`config.mk`:
```
export PLATFORM = sky130hd
export DESIGN_NAME = bcd_counter
export DESIGN_NICKNAME = d
export VERILOG_FILES = /design/src/rtl/bcd_pkg.sv /design/src/rtl/bcd_digit_step.sv /design/src/rtl/bcd_counter.sv
export SDC_FILE = /design/constraint.sdc
export NUM_CORES = 1
export LEC_CHECK = 0
export CAP_MARGIN = 20
export CORE_ASPECT_RATIO = 1.5
export CORE_MARGIN = 3
export CORE_UTILIZATION = 30
export CTS_BUF_LIST = sky130_fd_sc_hd__clkbuf_2 sky130_fd_sc_hd__clkbuf_4 sky130_fd_sc_hd__clkbuf_8
export DETAILED_ROUTE_END_ITERATION = 8
export PLACE_DENSITY = 0.56
export SLEW_MARGIN = 0
export SYNTH_ARGS = -nofsm -noshare
export SYNTH_HDL_FRONTEND = slang
export SYNTH_SLANG_ARGS = --single-unit
```
`constraint.sdc`:
```
create_clock -name clk -period 2.1 [get_ports clk]
set_input_delay 0.42 -clock clk [delete_from_list [all_inputs] [get_ports clk]]
set_output_delay 0.42 -clock clk [all_outputs]
set_load 0.05 [all_outputs]
```
`src/rtl/bcd_pkg.sv`:
```
`default_nettype none
// ============================================================================
// Module      : bcd_pkg
// Description : Shared BCD digit type, limits and validity helper for the
//               packed-BCD up/down counter and its per-digit step cell.
// Revision    : 1.0 - initial release
// ============================================================================
package bcd_pkg;

    localparam int          DIGIT_W   = 4;
    localparam logic [3:0]  DIGIT_MAX = 4'd9;

    typedef logic [DIGIT_W-1:0] bcd_digit_t;

    // A digit is legal BCD only in the range 0..9; codes A..F are rejected.
    function automatic logic bcd_digit_valid(input bcd_digit_t d);
        return (d <= DIGIT_MAX);
    endfunction

endpackage : bcd_pkg
`default_nettype wire

```
`src/rtl/bcd_digit_step.sv`:
```
`default_nettype none
// ============================================================================
// Module      : bcd_digit_step
// Description : One combinational BCD digit stage of a ripple carry/borrow
//               chain. With step_in high the digit moves one place in the
//               direction given by up; step_out requests a step of the next
//               digit when this one rolls over (9->0 up, 0->9 down).
// Ports       : d        - current digit value
//               step_in  - carry (up) or borrow (down) request from below
//               up       - 1 = increment, 0 = decrement
//               d_next   - digit value after the step
//               step_out - carry/borrow request to the next digit
// Revision    : 1.0 - initial release
// ============================================================================
module bcd_digit_step
    import bcd_pkg::*;
(
    input  bcd_digit_t d,
    input  logic       step_in,
    input  logic       up,
    output bcd_digit_t d_next,
    output logic       step_out
);

    always_comb begin
        d_next   = d;
        step_out = 1'b0;
        if (step_in) begin
            if (up) begin
                // >= rather than == so a stray illegal code still rolls to 0
                if (d >= DIGIT_MAX) begin
                    d_next   = '0;
                    step_out = 1'b1;
                end else begin
                    d_next = d + 4'd1;
                end
            end else begin
                if (d == '0) begin
                    d_next   = DIGIT_MAX;
                    step_out = 1'b1;
                end else begin
                    d_next = d - 4'd1;
                end
            end
        end
    end

endmodule : bcd_digit_step
`default_nettype wire

```
`src/rtl/bcd_counter.sv`:
```
`default_nettype none
// ============================================================================
// Module      : bcd_counter
// Description : Parametrised multi-digit packed-BCD up/down counter with
//               synchronous load (rejecting non-BCD values), enable and a
//               registered single-cycle wrap/borrow pulse.
//               Optional build macro BCD_COUNTER_SAT_EN: saturate at
//               all-9s / zero instead of wrapping; wrap then flags every
//               enabled step blocked at a limit.
// Ports       : clk      - rising-edge clock
//               reset_n  - asynchronous active-low reset
//               en       - count enable (one step per cycle)
//               up       - direction, 1 = increment, 0 = decrement
//               load     - synchronous load request (highest priority)
//               load_val - packed BCD load value, digit 0 in [3:0]
//               count    - current packed BCD value
//               wrap     - one-cycle pulse after a roll-over (or blocked step)
//               load_err - one-cycle pulse after a rejected load
//               zero     - combinational, high when count is all zeros
// Revision    : 1.0 - initial release
// ============================================================================
module bcd_counter
    import bcd_pkg::*;
#(
    parameter int DIGITS = 4
)(
    input  logic                      clk,
    input  logic                      reset_n,
    input  logic                      en,
    input  logic                      up,
    input  logic                      load,
    input  logic [DIGIT_W*DIGITS-1:0] load_val,
    output logic [DIGIT_W*DIGITS-1:0] count,
    output logic                      wrap,
    output logic                      load_err,
    output logic                      zero
);

    localparam int c_W = DIGIT_W * DIGITS;

    logic [c_W-1:0]  r_count_q;
    logic            r_wrap_q;
    logic            r_load_err_q;

    logic [c_W-1:0]  w_count_d;
    logic            w_wrap_d;
    logic            w_load_err_d;

    logic [c_W-1:0]  w_stepped;
    logic [DIGITS:0] w_step;
    logic            w_limit;
    logic            w_load_ok;

    // Digit 0 always receives a step request; the result is used only when en.
    assign w_step[0] = 1'b1;

    generate
        for (genvar i = 0; i < DIGITS; i++) begin : g_digit
            bcd_digit_step u_step (
                .d        (r_count_q[i*DIGIT_W +: DIGIT_W]),
                .step_in  (w_step[i]),
                .up       (up),
                .d_next   (w_stepped[i*DIGIT_W +: DIGIT_W]),
                .step_out (w_step[i+1])
            );
        end
    endgenerate

    // Carry/borrow out of the top digit: the count is at the limit for this direction.
    assign w_limit = w_step[DIGITS];

    always_comb begin
        w_load_ok = 1'b1;
        for (int i = 0; i < DIGITS; i++) begin
            if (!bcd_digit_valid(load_val[i*DIGIT_W +: DIGIT_W])) begin
                w_load_ok = 1'b0;
            end
        end
    end

    always_comb begin
        w_count_d    = r_count_q;
        w_wrap_d     = 1'b0;
        w_load_err_d = 1'b0;
        if (load) begin
            // A rejected load also swallows any count step in this cycle.
            if (w_load_ok) begin
                w_count_d = load_val;
            end else begin
                w_load_err_d = 1'b1;
            end
        end else if (en) begin
`ifdef BCD_COUNTER_SAT_EN
            if (!w_limit) begin
                w_count_d = w_stepped;
            end
            w_wrap_d = w_limit;
`else
            w_count_d = w_stepped;
            w_wrap_d  = w_limit;
`endif
        end
    end

    always_ff @(posedge clk or negedge reset_n) begin
        if (!reset_n) begin
            r_count_q    <= '0;
            r_wrap_q     <= 1'b0;
            r_load_err_q <= 1'b0;
        end else begin
            r_count_q    <= w_count_d;
            r_wrap_q     <= w_wrap_d;
            r_load_err_q <= w_load_err_d;
        end
    end

    assign count    = r_count_q;
    assign wrap     = r_wrap_q;
    assign load_err = r_load_err_q;
    assign zero     = (r_count_q == '0);

endmodule : bcd_counter
`default_nettype wire
```
==> run summary, run 1 <==
sequential area share after synthesis - 0.2495
Reg area - 462.9 sq um
Syn. warnings - 0
pwr/cell area - 1192 nW/um^2
CTS tree - built
worst path arrival time - 1.88 ns
slowest cell on the critical path - dfrtp_4
CTS Buf Count - 3
syn avg cell area - 8.320 sq um
startpoint types - register
Synth cell types - 57
Max clock buf depth - 2
post-synth net total - 251
number of synthesized flops with an enable pin - 0
Max Cap Viol - 0
Final period util - 1.096
DIE HEIGHT - 101.0 um
Area Growth Syn to Fin - 55.02%
RSZ-0062 raised after global routing - true
WP data required - 1.68 ns
Hold Crit Class - in -> async
Synth Instances - 217
Crit path largest cell delay - 0.48 ns
worst-margin pin slew - 0.5004 ns
GRT Total Usage - 0.1623
Leak Pwr - 1.175 nW
Initial DRT Pass Iterations - 4
ys flop type - dfrtp_1
Fin. Hold Viols - 0
total clock sinks - 18
fmax - 434.3 MHz
Max-slew headroom - 0.6654
Reg2Reg Depth - 9
final worst slack - -0.2025 ns
total die area - 7004 sq um
GPL Wtd Cong - 0.8481
post-DP HPWL - 4249 um
DR iter-0 viols - 139
Reg clk slew, reported paths - 0.08 ns
Final nets - 327
number of global-route vias before repair - 1872
port bufs - 39
cts hold-fix bufs - 0
peak supply drop - 799.6 uV
grt ovf - 0
die width - 69.34 um
Fin Hold WS - 0.5014 ns
endpoint type of the worst setup path - primary output
Mapped Area - 1805 sq um
Multi-input gate area - 1373 sq um
H-tree depth - 1
crit-path max FO - 2
commonest cells after routing, fill and taps aside - buf_4 (50), clkdlybuf4s50_1 (28), nor2_1 (16)
clock skew - 0.008689 ns
Slew Limit Fails - 0
fraction of layout cells with a size suffix above 1 - 0.3699
critical path, cell by cell - inv_2 -> ha_4 -> or3b_4 -> nor4_4 -> buf_12
antenna violations before repair - 0
register bit total from synthesis - 18
filler instances - 557
status - complete, but fails checks
Vias/cell - 5.440
Ports - 40
DRC errors left - 0
Antenna Cells - 0
clock latency on the worst-skew pair - 0.26 ns
core area - 5828 sq um
pre-CTS setup slack - -0.1385 ns
Via Count - 1980
Worst R2R Start - count[0]
drt total wl - 5715 um
global-route wire length before repair - 9094 um
Setup-failing EPs final - 10
Final TNS setup - -1.172 ns
post-layout min period - 2.302 ns
Core Rows - 34
largest net degree at the start of global routing - 26
Routed Antenna Nets - 0
Clock Root Buffer - clkbuf_8
failing checks - negative setup slack
per-cell routed wire length - 15.70 um
initial core utilization - 0.3098
Post-synth ARST share - 1.000
critical path class - reg -> out
leading cell type in the layout, fill and taps excluded - buf_4
R2R Setup Slk - -0.19 ns
reg-to-reg endpoint - count[13]
-- how the worst max path moves through the flow --
stage	start	to	slack, ns	cells after the start
floorplan	count[8]	zero	-0.22	5
global placement	up	count[13]	-0.14	6
detailed placement	up	count[13]	-0.14	6
CTS	count[0]	zero	-0.21	5
global route	count[0]	count[15]	-0.28	9
finish	count[0]	zero	-0.20	5
-- stage by stage --
stage	instance area, sq um	total power [W]	cells	util
final	2799	0.003338	364	0.4802
after global routing	2799	0.003576	364	0.4802
after CTS	2708	0.003277	363	0.4646
after detailed placement	2624	0.002936	356	0.4502
after global placement	2624	0.002933	356	0.4502
after floorplan	1899	0.002146	217	-
-- cell families (layout without fill, tap and decap cells) --
group,count (synthesis),after routing,share of synthesized area
AOI/OAI and AO/OA,78,78,0.3098
and+or+nand+nor,60,60,0.1892
buffers and inverters,33,108,0.06999
DFF,18,18,0.2495
adders and majority gates,13,13,0.09009
muxes,9,9,0.06237
xor gates and xnor gates,6,6,0.02911
-- what timing repair did --
action | in CTS | in global routing
setup buffers | 3 | 4
endpoints found under the setup margin | 1 | 14
pin swaps | 5 | 9
gates resized for setup | 1 | 18
-- per-layer routing --
metal	global-route usage	vias up	routed length [um]
met5	0	-	0
met4	0.06767	0	165
met3	0.01996	14	207
met2	0.3000	59	3008
met1	0.1869	951	2333
li1	-	956	-
-- power by group --
part	internal (W)	switching, W	leakage, nW
Clock	0.000167	0.000132	0.0288
Combinational	0.00105	0.00140	0.936
Sequential	0.000483	0.000101	0.210
Total	0.00170	0.00164	1.18
-- registers in the layout (all words and copies together) (netlist names) --
register	flops
load_err	1
count	16
wrap	1
-- critical path, delay by kind of cell (launching register included) --
kind / cells / cell delay (ns)
DFF: 1 / 0.48
buffers and inverters: 2 / 0.25
and+or+nand+nor: 2 / 0.76
adders and majority gates: 1 / 0.12
-- final cells by class --
type                    instances  share of cell area
multi-input cells             166              0.4904
repair buffers                 84              0.2646
flip-flops and latches         18              0.1654
well taps                      72             0.03219
inverters                      20             0.02772
clock buffers                   4             0.01967
-- cells in the mapped netlist (all sizes together), types with 2 or more instances --
master | instances | area share
a211oi | 4 | 0.017
a21oi | 17 | 0.049
a221oi | 2 | 0.0097
a311oi | 5 | 0.024
a31oi | 4 | 0.014
and2 | 2 | 0.0069
buf | 4 | 0.0097
clkbuf | 9 | 0.019
dfrtp | 18 | 0.25
ha | 13 | 0.090
inv | 20 | 0.042
mux2 | 6 | 0.046
mux2i | 3 | 0.017
nand2 | 9 | 0.019
nand2b | 4 | 0.014
nand3 | 9 | 0.025
nand3b | 3 | 0.012
nand4b | 2 | 0.0097
nor2 | 16 | 0.033
nor3 | 4 | 0.011
o211ai | 2 | 0.0083
o21a | 2 | 0.012
o21ai | 19 | 0.065
o21bai | 2 | 0.0083
o22ai | 3 | 0.014
o31ai | 3 | 0.012
o32ai | 2 | 0.0097
or3b | 7 | 0.037
xnor2 | 4 | 0.019
xor2 | 2 | 0.0097
Power figures use the tool's default switching activity.
==> run 2: changes to the inputs <==
PLACE_DENSITY = 0.54   (was 0.56)
clock period = 2.8 ns   (was 2.1 ns; I/O delays follow)
==> run summary, run 2 (synthesized netlist as in run 1, its figures left out) <==
status - finished clean
Area Growth Syn to Fin - 32.36%
port bufs - 39 (unchanged)
Final TNS setup - 0 ns (+1.172 ns)
Post-Layout Cell Count - 329 (-9.6%)
total clock sinks - 18 (unchanged)
post-DP HPWL - 3973 um (-6.5%)
initial core utilization - 0.3098 (unchanged)
Final Power - 0.002172 W (-35%)
Reg clk slew, reported paths - 0.07 ns (about the same)
DRC errors left - 0 (unchanged)
Hold Crit Class - in -> async
per-cell routed wire length - 15.57 um (-0.86%)
slowest cell on the critical path - or3b_2
startpoint types - register
Fin. Hold Viols - 0 (unchanged)
grt ovf - 0 (unchanged)
Reg2Reg Depth - 7 (-2)
Core Rows - 34 (unchanged)
commonest cells after routing, fill and taps aside - clkdlybuf4s50_1 (38), inv_1 (18), dfrtp_1 (18)
total die area - 7004 sq um (unchanged)
clock latency on the worst-skew pair - 0.25 ns (about the same)
drt total wl - 5121 um (-10%)
Routed Antenna Nets - 0 (unchanged)
Worst R2R Start - count[4]
leading cell type in the layout, fill and taps excluded - clkdlybuf4s50_1
reg-to-reg endpoint - count[13]
Final nets - 292 (-11%)
H-tree depth - 1 (unchanged)
Largest delay share family, worst path - simple AND/OR/NAND/NOR gates
pwr/cell area - 908.7 nW/um^2 (-24%)
Final Core Density - 0.4100 (-0.07020)
GRT Total Usage - 0.1496 (-0.01275)
Max Cap Viol - 0 (unchanged)
Max-slew headroom - 0.5846 (-0.08075)
Leak Pwr - 0.9750 nW (-17%)
CTS-repair resized insts - 0 (-1)
DIE HEIGHT - 101.0 um (unchanged)
global-route wire length before repair - 8514 um (-6.4%)
Initial DRT Pass Iterations - 5 (+1)
post-placement cell area - 2335 sq um (-11%)
WP data required - 2.24 ns (+0.56 ns)
Via Count - 1778 (-10%)
number of global-route vias before repair - 1703 (-9.0%)
Multi-input gate area - 1244 sq um (-9.4%)
Final period util - 0.9591
worst-margin pin slew - 0.6231 ns (+0.1227 ns)
Max clock buf depth - 2 (unchanged)
RSZ-0062 raised after global routing - false
die width - 69.34 um (unchanged)
post-layout min period - 2.686 ns
Reg area - 450.4 sq um (-2.7%)
largest net degree at the start of global routing - 26 (unchanged)
core area - 5828 sq um (unchanged)
fraction of layout cells with a size suffix above 1 - 0.1284 (-0.2415)
cts hold-fix bufs - 0 (unchanged)
endpoint type of the worst setup path - primary output
fmax - 372.4 MHz
peak supply drop - 409.5 uV (-49%)
WP buf/inv - 2 (unchanged)
Post-CTS Setup Bufs - 0 (-3)
max FFs per register - 16 (unchanged)
critical path, cell by cell - inv_1 -> ha_1 -> or3b_2 -> nor4_4 -> buf_12
Clock Root Buffer - clkbuf_8
dpl cells - 325 (-8.7%)
Vias/cell - 5.404 (-0.65%)
CTS tree - built
worst path arrival time - 2.13 ns (+0.25 ns)
CTS Buf Count - 3 (unchanged)
Antenna Cells - 0 (unchanged)
Slew Limit Fails - 0 (unchanged)
DR iter-0 viols - 98 (-29%)
GPL Wtd Cong - 0.8112 (-4.4%)
filler instances - 603 (+8.3%)
Crit path largest cell delay - 0.52 ns (+0.04 ns)
antenna violations before repair - 0 (unchanged)
crit-path max FO - 8 (+6)
Setup-failing EPs final - 0 (-10)
R2R Setup Slk - 0.40 ns (+0.59 ns)
Ports - 40 (unchanged)
clock skew - 0.006426 ns (-0.002263 ns)
post-route cell area - 2390 sq um (-15%)
critical path class - reg -> out
-- run 2: where the power goes --
group	switching, W	total (W)	internal (W)	leakage, nW
combinational	0.000845	0.00143	0.000587	0.727
sequential	0.000174	0.000525	0.000351	0.219
clock	0.0000904	0.000215	0.000125	0.0288
-- run 2: stage by stage --
stage,setup slack [ns],hold WS (ns)
2_1_floorplan,0.1056,0.2644
3_3_place_gp,0.2850,0.6203
3_5_place_dp,0.2406,0.6158
4_1_cts,0.09958,0.6409
5_1_grt,0.003396,0.6637
6_report,0.1144,0.6405
-- run 2: layer usage --
metal / global-route usage / wire [um] / vias up
met3: 0.01497 / 136 / 10
met5: 0 / 0 / -
met4: 0.06316 / 139 / 0
li1: - / - / 883
met2: 0.2662 / 2611 / 40
met1: 0.1825 / 2233 / 845
-- run 2: area by class of cell --
cell class                      count  area share
Multi-Input combinational cell    166      0.5204
Clock buffer                        4     0.02304
Tap cell                           72     0.03770
Sequential cell                    18      0.1885
Inverter                           20     0.03141
Timing Repair Buffer               49      0.1990
-- run 2: how the worst max path moves through the flow --
stage / from / end / slack, ns / cells after the start
after floorplan: count[4] / zero / 0.11 / 4
after global placement: load_val[10] / count[11] / 0.28 / 6
after detailed placement: load_val[10] / count[11] / 0.24 / 6
after CTS: count[4] / zero / 0.1 / 5
after global routing: count[4] / zero / 0.003 / 5
final: count[4] / zero / 0.11 / 5
==> run 3: changes to the inputs <==
CTS_CLUSTER_SIZE = 12   (was not set)
clock period = 3.1 ns   (was 2.8 ns; I/O delays follow)
==> run summary, run 3 (synthesized netlist as in run 1, its figures left out) <==
Ports - 40 (unchanged)
Max Cap Viol - 0 (unchanged)
fmax - 350.9 MHz
Post-Layout Cell Count - 324 (-1.5%)
number of global-route vias before repair - 1714 (+0.65%)
port bufs - 39 (unchanged)
crit path to - zero
post-DP HPWL - 3874 um (-2.5%)
critical path, cell by cell - inv_1 -> ha_1 -> or3b_2 -> nor4_2 -> buf_12
total die area - 7004 sq um (unchanged)
CTS tree - built
post-layout min period - 2.850 ns
antenna violations before repair - 0 (unchanged)
die width - 69.34 um (unchanged)
commonest cells after routing, fill and taps aside - clkdlybuf4s50_1 (38), inv_1 (18), dfrtp_1 (18)
Core Rows - 34 (unchanged)
Area Growth Syn to Fin - 29.80%
Fin. Hold Viols - 0 (unchanged)
core area - 5828 sq um (unchanged)
R2R Setup Slk - 0.73 ns (+0.33 ns)
fraction of layout cells with a size suffix above 1 - 0.1111 (-0.01729)
Final period util - 0.9192
cts hold-fix bufs - 0 (unchanged)
Via Count - 1753 (-1.4%)
Worst R2R Start - count[4]
initial core utilization - 0.3098 (unchanged)
DRC errors left - 0 (unchanged)
Routed Antenna Nets - 0 (unchanged)
Reg clk slew, reported paths - 0.08 ns (about the same)
Clock Root Buffer - clkbuf_8
Final Core Density - 0.4021 (-0.007943)
leading cell type in the layout, fill and taps excluded - clkdlybuf4s50_1
peak supply drop - 229.9 uV (-44%)
Final nets - 287 (-1.7%)
GPL Wtd Cong - 0.8190 (+0.96%)
Max-slew headroom - 0.3850 (-0.1996)
reg-to-reg endpoint - count[13]
slowest cell on the critical path - or3b_2
DIE HEIGHT - 101.0 um (unchanged)
Vias/cell - 5.410 (+0.12%)
Reg area - 450.4 sq um (unchanged)
status - finished clean
worst path arrival time - 2.23 ns (+0.10 ns)
drt total wl - 5087 um (-0.66%)
pre-CTS setup slack - 0.4361 ns (+0.1955 ns)
RSZ-0062 raised after global routing - false
hold path cells - 2
Slew Limit Fails - 0 (unchanged)
Crit path largest cell delay - 0.51 ns (about the same)
crit-path max FO - 8 (unchanged)
Setup crit start - count[4]
WP buf/inv - 2 (unchanged)
endpoint type of the worst setup path - primary output
Post-CTS Setup Bufs - 0 (unchanged)
final worst slack - 0.2504 ns (+0.1360 ns)
Initial DRT Pass Iterations - 4 (-1)
startpoint types - register
global-route wire length before repair - 8556 um (+0.49%)
Hold Crit Class - reg -> reg
Antenna Cells - 0 (unchanged)
Leak Pwr - 0.9405 nW (-3.5%)
pwr/cell area - 824.6 nW/um^2 (-9.3%)
per-cell routed wire length - 15.70 um (+0.87%)
worst-margin pin slew - 0.9197 ns (+0.2966 ns)
clock skew - 0.005628 ns (-0.0007988 ns)
filler instances - 596 (-1.2%)
Final TNS setup - 0 ns (unchanged)
max FFs per register - 16 (unchanged)
grt ovf - 0 (unchanged)
total clock sinks - 18 (unchanged)
critical path class - reg -> out
dpl cells - 320 (-1.5%)
clock latency on the worst-skew pair - 0.26 ns (about the same)
Reg2Reg Depth - 7 (unchanged)
CTS Buf Count - 3 (unchanged)
CTS-repair resized insts - 0 (unchanged)
Setup-failing EPs final - 0 (unchanged)
H-tree depth - 1 (unchanged)
Largest delay share family, worst path - simple AND/OR/NAND/NOR gates
GRT Total Usage - 0.1491 (-0.0004788)
WP data required - 2.48 ns (+0.24 ns)
DR iter-0 viols - 106 (+8.2%)
WP depth - 5 (unchanged)
largest net degree at the start of global routing - 26 (unchanged)
Multi-input gate area - 1235 sq um (-0.70%)
Max clock buf depth - 2 (unchanged)
run 3: cell types whose count changed in the layout (fill, tap and decap cells not counted):
cell / change
buf_4: -5
nor4_4: -1
nor4_2: +1
run 3: worst min-delay path by stage:
stage                     to  slack (ns)  startpoint
global route        count[5]        0.66    count[5]
CTS                 count[5]        0.63    count[5]
floorplan           count[0]        0.32     reset_n
detailed placement  count[5]        0.61    count[5]
global placement    count[5]        0.61    count[5]
finish              count[5]        0.62    count[5]
run 3: power breakdown:
group	leakage [nW]	switching, W	total, W	internal, W
clock	0.0288	0.0000896	0.000203	0.000113
sequential	0.219	0.000187	0.000504	0.000317
combinational	0.693	0.000720	0.00123	0.000506
run 3: worst register-to-register path, delay by kind of cell, from the launching register on:
family / cells / cell delay, ns
compound gates: 2 / 0.34
fa+ha+maj: 1 / 0.24
buf+inv: 1 / 0.13
flops: 1 / 0.47
mux: 1 / 0.32
simple gates: 2 / 0.76
run 3: per-layer routing:
metal  track usage  wire length, um  share of wire
met5             0                0              0
met4       0.03759               38         0.0075
met3       0.01697              145          0.029
met2        0.2632             2589           0.51
met1        0.1927             2314           0.45
run 3: through the flow:
step / hold slack, ns / cell area, sq um / total power [W]
floorplan: 0.3244 / 1812 / 0.001378
global placement: 0.6131 / 2288 / 0.001735
detailed placement: 0.6115 / 2288 / 0.001736
CTS: 0.6309 / 2344 / 0.001945
global route: 0.6575 / 2344 / 0.002079
finish: 0.6218 / 2344 / 0.001933
run 3: area by class of cell:
type | count | area share
Clock buffer | 4 | 0.02349
Inverter | 20 | 0.03203
Multi-Input combinational cell | 166 | 0.5270
Sequential cell | 18 | 0.1922
Tap cell | 72 | 0.03844
Timing Repair Buffer | 44 | 0.1869
